### src/rtl/scan_bist_pkg.sv
// Shared types and constants for the logic-BIST controller: FSM states, PRPG/MISR polynomials
// and the PRPG step function.
package scan_bist_pkg;

    typedef enum logic [1:0] {
        StIdle,
        StShift,
        StCapture,
        StDone
    } bist_state_e;

    // Feedback taps at bits 31, 21, 1 and 0.
    localparam logic [31:0] PRPG_TAPS  = 32'h8020_0003;
    localparam logic [31:0] PRPG_RESET = 32'h0000_0001;
    localparam logic [15:0] MISR_POLY  = 16'h1021;

    function automatic logic [31:0] prpg_next(input logic [31:0] cur);
        return {cur[30:0], ^(cur & PRPG_TAPS)};
    endfunction

endpackage

### src/rtl/scan_bist_ctrl_misr16.sv
// 16-bit multiple-input signature register compacting the scan-out bits of all chains.
module misr16
    import scan_bist_pkg::*;
#(
    parameter int unsigned NUM_CHAINS = 7
) (
    input  logic                  clk_i,
    input  logic                  rst_i,
    input  logic                  clear_i,
    input  logic                  enable_i,
    input  logic [NUM_CHAINS-1:0] data_i,
    output logic [15:0]           sig_o
);

    logic [15:0] sig_q, sig_d;
    logic [15:0] data_ext;

    assign data_ext = 16'(data_i);

    always_comb begin
        sig_d = sig_q;
        if (clear_i) begin
            sig_d = '0;
        end else if (enable_i) begin
            sig_d = {sig_q[14:0], 1'b0} ^ (sig_q[15] ? MISR_POLY : 16'h0000) ^ data_ext;
        end
    end

    always_ff @(posedge clk_i or posedge rst_i) begin
        if (rst_i) begin
            sig_q <= '0;
        end else begin
            sig_q <= sig_d;
        end
    end

    assign sig_o = sig_q;

endmodule

### src/rtl/scan_bist_ctrl.sv
// Logic-BIST controller: PRPG-driven scan loads, capture sequencing and MISR unload compaction.
// Optional golden-signature compare (pass/fail outputs) is built when BIST_COMPARE_EN is defined.
module scan_bist_ctrl
    import scan_bist_pkg::*;
#(
    parameter int unsigned NUM_CHAINS = 7,
    parameter int unsigned CHAIN_LEN  = 33,
    parameter int unsigned CNT_W      = 6,
    parameter int unsigned PAT_W      = 16
) (
    input  logic                  CK,
    input  logic                  RST,
    input  logic                  start,
    input  logic [PAT_W-1:0]      pat_count,
    input  logic [31:0]           seed,
`ifdef BIST_COMPARE_EN
    input  logic [15:0]           golden_sig,
    output logic                  pass,
    output logic                  fail,
`endif
    output logic [NUM_CHAINS-1:0] SI,
    input  logic [NUM_CHAINS-1:0] SO,
    output logic                  scan_en,
    output logic                  test_en,
    output logic                  busy,
    output logic                  done,
    output logic [15:0]           signature
);

    localparam logic [CNT_W-1:0] LastShift = CNT_W'(CHAIN_LEN - 1);

    bist_state_e       state_q, state_d;
    logic [CNT_W-1:0]  shift_cnt_q, shift_cnt_d;
    logic [PAT_W-1:0]  pat_left_q, pat_left_d;
    logic [31:0]       prpg_q, prpg_d;
    logic              first_q, first_d;
    logic [15:0]       sig_q, sig_d;

    logic              misr_clear;
    logic              misr_en;
    logic [15:0]       misr_sig;
    logic              final_unload;

    // With no captures left the current shift only unloads the last response.
    assign final_unload = (pat_left_q == '0);

    always_comb begin
        state_d     = state_q;
        shift_cnt_d = shift_cnt_q;
        pat_left_d  = pat_left_q;
        prpg_d      = prpg_q;
        first_d     = first_q;
        sig_d       = sig_q;
        misr_clear  = 1'b0;
        misr_en     = 1'b0;

        unique case (state_q)
            StIdle: begin
                if (start) begin
                    prpg_d      = (seed == 32'h0) ? PRPG_RESET : seed;
                    pat_left_d  = pat_count;
                    shift_cnt_d = '0;
                    first_d     = 1'b1;
                    sig_d       = '0;
                    misr_clear  = 1'b1;
                    state_d     = (pat_count == '0) ? StDone : StShift;
                end
            end
            StShift: begin
                // The first load unloads reset-derived flop contents, so it is not compacted.
                misr_en = ~first_q;
                if (!final_unload) begin
                    prpg_d = prpg_next(prpg_q);
                end
                if (shift_cnt_q == LastShift) begin
                    shift_cnt_d = '0;
                    state_d     = final_unload ? StDone : StCapture;
                end else begin
                    shift_cnt_d = shift_cnt_q + CNT_W'(1);
                end
            end
            StCapture: begin
                pat_left_d  = pat_left_q - PAT_W'(1);
                shift_cnt_d = '0;
                first_d     = 1'b0;
                state_d     = StShift;
            end
            StDone: begin
                sig_d   = misr_sig;
                state_d = StIdle;
            end
            default: begin
                state_d = StIdle;
            end
        endcase
    end

    always_ff @(posedge CK or posedge RST) begin
        if (RST) begin
            state_q     <= StIdle;
            shift_cnt_q <= '0;
            pat_left_q  <= '0;
            prpg_q      <= PRPG_RESET;
            first_q     <= 1'b0;
            sig_q       <= '0;
        end else begin
            state_q     <= state_d;
            shift_cnt_q <= shift_cnt_d;
            pat_left_q  <= pat_left_d;
            prpg_q      <= prpg_d;
            first_q     <= first_d;
            sig_q       <= sig_d;
        end
    end

    misr16 #(
        .NUM_CHAINS(NUM_CHAINS)
    ) u_misr (
        .clk_i   (CK),
        .rst_i   (RST),
        .clear_i (misr_clear),
        .enable_i(misr_en),
        .data_i  (SO),
        .sig_o   (misr_sig)
    );

    always_comb begin
        SI      = '0;
        scan_en = (state_q == StShift);
        test_en = (state_q != StIdle);
        busy    = (state_q == StShift) || (state_q == StCapture);
        done    = (state_q == StDone);
        if ((state_q == StShift) && !final_unload) begin
            SI = prpg_q[NUM_CHAINS-1:0];
        end
        // The final MISR value is presented during the done pulse, then held in sig_q.
        signature = done ? misr_sig : sig_q;
    end

`ifdef BIST_COMPARE_EN
    logic [15:0] golden_q, golden_d;
    logic        pass_q, pass_d;
    logic        fail_q, fail_d;
    logic        sig_match;

    assign sig_match = (misr_sig == golden_q);

    always_comb begin
        golden_d = golden_q;
        pass_d   = pass_q;
        fail_d   = fail_q;
        if ((state_q == StIdle) && start) begin
            golden_d = golden_sig;
            pass_d   = 1'b0;
            fail_d   = 1'b0;
        end else if (state_q == StDone) begin
            pass_d = sig_match;
            fail_d = ~sig_match;
        end
    end

    always_ff @(posedge CK or posedge RST) begin
        if (RST) begin
            golden_q <= '0;
            pass_q   <= 1'b0;
            fail_q   <= 1'b0;
        end else begin
            golden_q <= golden_d;
            pass_q   <= pass_d;
            fail_q   <= fail_d;
        end
    end

    assign pass = done ? sig_match : pass_q;
    assign fail = done ? ~sig_match : fail_q;
`endif

endmodule

### config.mk
export PLATFORM = sky130hd
export DESIGN_NAME = scan_bist_ctrl
export DESIGN_NICKNAME = d
export VERILOG_FILES = /design/src/rtl/scan_bist_pkg.sv /design/src/rtl/scan_bist_ctrl_misr16.sv /design/src/rtl/scan_bist_ctrl.sv
export SDC_FILE = /design/constraint.sdc
export NUM_CORES = 1
export LEC_CHECK = 0
export ABC_CLOCK_PERIOD_IN_PS = 7500
export CORE_MARGIN = 2
export CORE_UTILIZATION = 59
export CTS_BUF_LIST = sky130_fd_sc_hd__clkbuf_8
export DETAILED_ROUTE_END_ITERATION = 16
export PLACE_DENSITY = 0.95
export SLEW_MARGIN = 20
export SYNTH_ARGS = -nofsm -noshare
export SYNTH_HDL_FRONTEND = slang
export SYNTH_SLANG_ARGS = --single-unit
### constraint.sdc
create_clock -name CK -period 7.5 [get_ports CK]
set_clock_uncertainty 0.15 [all_clocks]
set_input_delay 1.5 -clock CK [delete_from_list [all_inputs] [get_ports CK]]
set_output_delay 1.5 -clock CK [all_outputs]
set_load 0.02 [all_outputs]
; ---- After elaboration in Yosys (flattened, before gate mapping)
; Index checks and enable logic that the tools add are counted.
[word_totals]
word_cells = 64
register_bits = 89
in_bits = 58
[classes]
n_eq_ne = 7
n_mux = 26
n_reduce_logical = 19
add_sub_neg = 2
bitwise_logic = 3
[ops]
columns = cell, count
row1 = $mux 32, 3
row2 = $mux 16, 5
row3 = $pmux 16 s2, 2
row4 = $pmux 32 s2, 1
row5 = $logic_not 16->1, 2
row6 = $logic_not 32->1, 1
row7 = $reduce_xor 32->1, 1
row8 = $pmux 6 s3, 1
row9 = $sub 16x1->16 const B, 1
row10 = $xor 16x16->16, 1
row11 = $xor 16x7->16, 1
row12 = $mux 13, 1
row13 = $mux 6, 2
row14 = $reduce_bool 2->1, 5
row15 = $pmux 2 s4, 1
row16 = $reduce_and 2->1, 4
row17 = $mux 7, 1
row18 = $add 6x1->6 const B, 1
row19 = $eq 6x6->1 const B, 1
row20 = $mux 2, 3
row21 = $mux 1, 5
row22 = $eq 2x2->1 const B, 2
row23 = $ne 2x2->1 const B, 2
row24 = $reduce_and 3->1, 1
row25 = other kinds (9), 9

; ---- Longest topological paths before layout
[depth]
depth_word = 5
depth_mapped = 8

; ---- Modules after synthesis
; Synthesis repeated with hierarchy kept, for this count alone.
[unflattened]
hier_cells = 449
area_unflattened_um2 = 5047.3
[by_module_without_submodules]
columns = module, seq_area_each_um2, n_inst, area_each_um2, cells_per_inst
row1 = scan_bist_ctrl, 1828.0, 1, 4325.4, 387
row2 = misr16, 400.4, 1, 721.9, 62

; ---- Least setup slack after synthesis
; No wires, ideal clock.
[synth_timing]
path_kind = reg2out
startpoint = register state_q[1]
endpoint = output signature[10]
path_stages_with_launch = 5
required_time_ns = 5.850
setup_slack_ns = 4.055
n_path_buf = 2
arrival_ns = 1.795
cell_sequence = dfrtp_1 > ha_1 > clkbuf_1 > buf_1 > mux2_2
[synth_between]
elab_chain_cells = 2
[synth_rtl]
columns = element, line_no
row1 = start: declaration, scan_bist_ctrl.sv:32  ; bist_state_e state_q, state_d;
row2 = start signal: assignment, scan_bist_ctrl.sv:100  ; state_q <= StIdle;
row3 = start signal: assignment, scan_bist_ctrl.sv:107  ; state_q <= state_d;
row4 = $eq 2x2->1, scan_bist_ctrl.sv:132  ; done = (state_q == StDone);
row5 = via done, scan_bist_ctrl.sv:26  ; output logic done,
row6 = $mux 16, scan_bist_ctrl.sv:137  ; signature = done ? misr_sig : sig_q;
row7 = end: declaration, scan_bist_ctrl.sv:27  ; output logic [15:0] signature
; The timed path passes the listed nets, and every way through them passes these cells.

; ---- Final worst setup path
[layout_timing]
startpoint = register pat_left_q[0]
endpoint = output SI[3]
[layout_between]
elab_chain_cells = 4
[layout_rtl]
columns = element, line_no
row1 = start: declaration, scan_bist_ctrl.sv:34  ; logic [PAT_W-1:0] pat_left_q, pat_left_d;
row2 = start signal: assignment, scan_bist_ctrl.sv:109  ; pat_left_q <= pat_left_d;
row3 = $logic_not 16->1, scan_bist_ctrl.sv:45  ; assign final_unload = (pat_left_q == '0);
row4 = $logic_not 1->1, scan_bist_ctrl.sv:133  ; if ((state_q == StShift) && !final_unload) begin
row5 = $logic_and 1x1->1, scan_bist_ctrl.sv:133
row6 = $mux 7, scan_bist_ctrl.sv:133
row7 = end: declaration, scan_bist_ctrl.sv:21  ; output logic [NUM_CHAINS-1:0] SI,
; Every way passes these cells.

==> results.py <==
metrics = {
    "drt": {
        "wl_per_cell_um": 18.5,
        "routed_wl_mm": 12.2,
        "viasPerCell": 6.43,
        "first_pass_iters": 5,
        "antenna_left": 0,
        "drtIter0Drc": 299,
        "drc_errors": 0,
        "via_count": 4247,
    },
    "clock_tree": {
        "clock_path_buffers": 2,
        "clock_latency_ns": 0.36,
        "clkTransAtPathRegs_ns": 0.09,
        "numCtsBuffers": 9,
        "cts_resized": 0,
        "postCtsSetupRepairBufs": 0,
        "clock_sinks": 89,
        "ctsHoldBuffers": 0,
        "htreeDepth": 3,
        "cts_tree": "done",
        "cts-root-buf": "clkbuf_8",
    },
    "pwr": {
        "p_leak_nw": 2.46,
        "p_per_area_mw_per_mm2": 386,
        "ir_drop_v": 0.000227,
        "p_total_w": 0.00230,
    },
    "yosys": {
        "synth.largest_area_cell": "dfrtp_1",
        "ys_seq_area_frac": 0.459,
        "netlist_instances": 482,
        "synth_area_leaders": "dfrtp_1, o21ai_0, mux2i_1",
        "ys_warn_count": 0,
        "avgSynthCellArea_sq_um": 10.1,
        "ys_types": 57,
        "synth_fp_nets": 549,
        "syn_area_sq_mm": 0.00486,
        "async_reset_ff_frac": 1.00,
        "synth-edff-count": 0,
        "synth-seq-cells": 89,
        "yosysTopAreaCellShare": 0.453,
        "synth_flop_cell": "dfrtp_1",
    },
    "placement": {
        "place.port_buffers": 84,
        "hpwl_mm": 8.10,
        "placedCellCount": 645,
        "gp_congestion": 0.852,
        "place_ws_ns": 3.49,
    },
    "layout": {
        "drive_above_1_share": 0.0935,
        "nets": 618,
        "n_antenna_cell": 0,
        "synthToLayoutAreaGrowth_pct": 22.6,
        "final_cell_mix": "dfrtp_1, clkdlybuf4s50_1, o21ai_0, mux2i_1, a22o_1",
        "final_common_cell": "dfrtp_1",
        "layout.cells.non_filler": 661,
        "fill_cells": 571,
    },
    "global_routing": {
        "grt_max_degree": 90,
        "use_met2": 0.457,
        "grt_pass1_vias": 4032,
        "grt_pass1_wl_mm": 19.4,
        "grt_usage": 0.276,
        "grt.met3_usage": 0.0559,
        "grt-busiest-layer": "met2",
        "grt-ovfl-total": 0,
        "met1_usage": 0.357,
        "antenna_found_initial": 0,
    },
    "sta": {
        "fin_ws_ns": 3.08,
        "setup_viol": 0,
        "finalCriticalPeriod_ns": 4.42,
        "fin_crit_sh": 0.590,
        "worst_pin_slew_ns": 0.904,
        "maxSlewHeadroom": 0.397,
        "final_hold_viol_count": 0,
        "fin_hold_ws_ns": 0.361,
        "setup_tns_ns": 0,
        "drv_slew": 0,
        "fmax_ghz": 0.226,
        "rsz0062_at_grt": "no",
    },
    "setup_path": {
        "cp-end-kind": "output port",
        "start_kind": "flip-flop",
        "crit_chain": "inv_1 > ha_1 > or4b_4 > nor2_2 > a31oi_1 > and2_1 > clkdlybuf4s50_1",
        "cp_slowest_cell": "clkdlybuf4s50_1",
        "crit_type": "reg -> out",
        "critPathArrivalTime_ns": 2.77,
        "crit_fanout": 7,
        "slowest_delay_ns": 0.53,
        "cp.required_ns": 5.85,
    },
    "min_path": {
        "min_path_type": "reg -> reg",
    },
    "die": {
        "num_rows": 33,
        "coreArea_sq_mm": 0.00809,
        "dieArea_sq_mm": 0.00898,
        "floorplan.die.width_um": 94.7,
        "initial_utilization": 0.600,
        "die_h_um": 94.7,
        "io_pins": 85,
    },
    "status": {
        "status": "completed",
    },
    "job": {
        "maxCapViolations": 0,
    },
}
==> kinds of logic (layout without fill, tap and decap cells) <==
family	count (synthesis)	count (layout)	share of synthesized area
AO/OA/AOI/OAI	164	164	0.209
XOR/XNOR	12	12	0.0216
adder cells (fa/ha/maj)	9	9	0.0232
buffers and inverters	44	118	0.0402
flip-flops	89	89	0.459
multiplexers	53	53	0.114
AND/OR/NAND/NOR	111	111	0.134
==> power by group <==
part           switching [W]  total, W  internal (W)
clock network       0.000172  0.000368      0.000195
registers           0.000171  0.000831      0.000660
logic               0.000639   0.00110      0.000463
total               0.000982   0.00230       0.00132
==> worst max-delay path: cells and delay by family (launching register included) <==
kind	cells	cell delay (ns)
AO/OA/AOI/OAI	1	0.25
adder cells (fa/ha/maj)	1	0.22
flip-flops	1	0.42
AND/OR/NAND/NOR	3	0.91
buffers and inverters	2	0.60
==> Yosys cell counts (11+ instances only) <==
master and count:
a22o_1 25, inv_1 13, nor2_1 15, dfrtp_1 88, clkbuf_1 16, nor4_1 13, mux2_2 18, a21oi_1 16
mux2i_1 35, nand2_1 21, o21ai_0 83, nand3_1 11
==> routing by layer <==
metal / share of wire / vias to the layer above
met5: 0 / -
li1: - / 1933
met4: 0.025 / 0
met3: 0.066 / 29
met1: 0.42 / 2070
met2: 0.49 / 215
==> cell type report <==
class	instances	area, sq um	area share
inverters	13	50.0	0.00840
repair buffers	89	882	0.148
clock buffers	10	138	0.0231
clock inverters	6	83.8	0.0141
flip-flops and latches	89	2230	0.374
multi-input cells	349	2440	0.410
well taps	105	131	0.0220
==> metrics by stage <==
stage	util	instance area [sq um]
final	0.736	5960
after global routing	0.736	5960
after CTS	0.735	5950
after detailed placement	0.707	5730
after global placement	0.707	5730
after floorplan	-	4860
==> registers in the layout, indices dropped and copies added, names as in the netlist <==
register	flops
prpg_q	32
u_misr.sig_o	16
sig_q	16
shift_cnt_q	6
pat_left_q	16
state_q	2
first_q	1
==> path summary, 6_finish.rpt <==
path / startpoint / to / slack (ns) / depth (start not counted)
worst min register to register: sig_q[7] / sig_q[7] / 0.36 / 1
worst min-delay path: sig_q[7] / sig_q[7] / 0.36 / 1
worst max-delay path: pat_left_q[0] / SI[3] / 3.08 / 7
max in group asynchronous: RST / pat_left_q[8] / 5.12 / 3
min in group asynchronous: RST / u_misr.sig_o[2] / 1.52 / 3
worst max register to register: state_q[1] / prpg_q[15] / 4.50 / 7
Note: power is estimated with default switching activity, not from simulation.
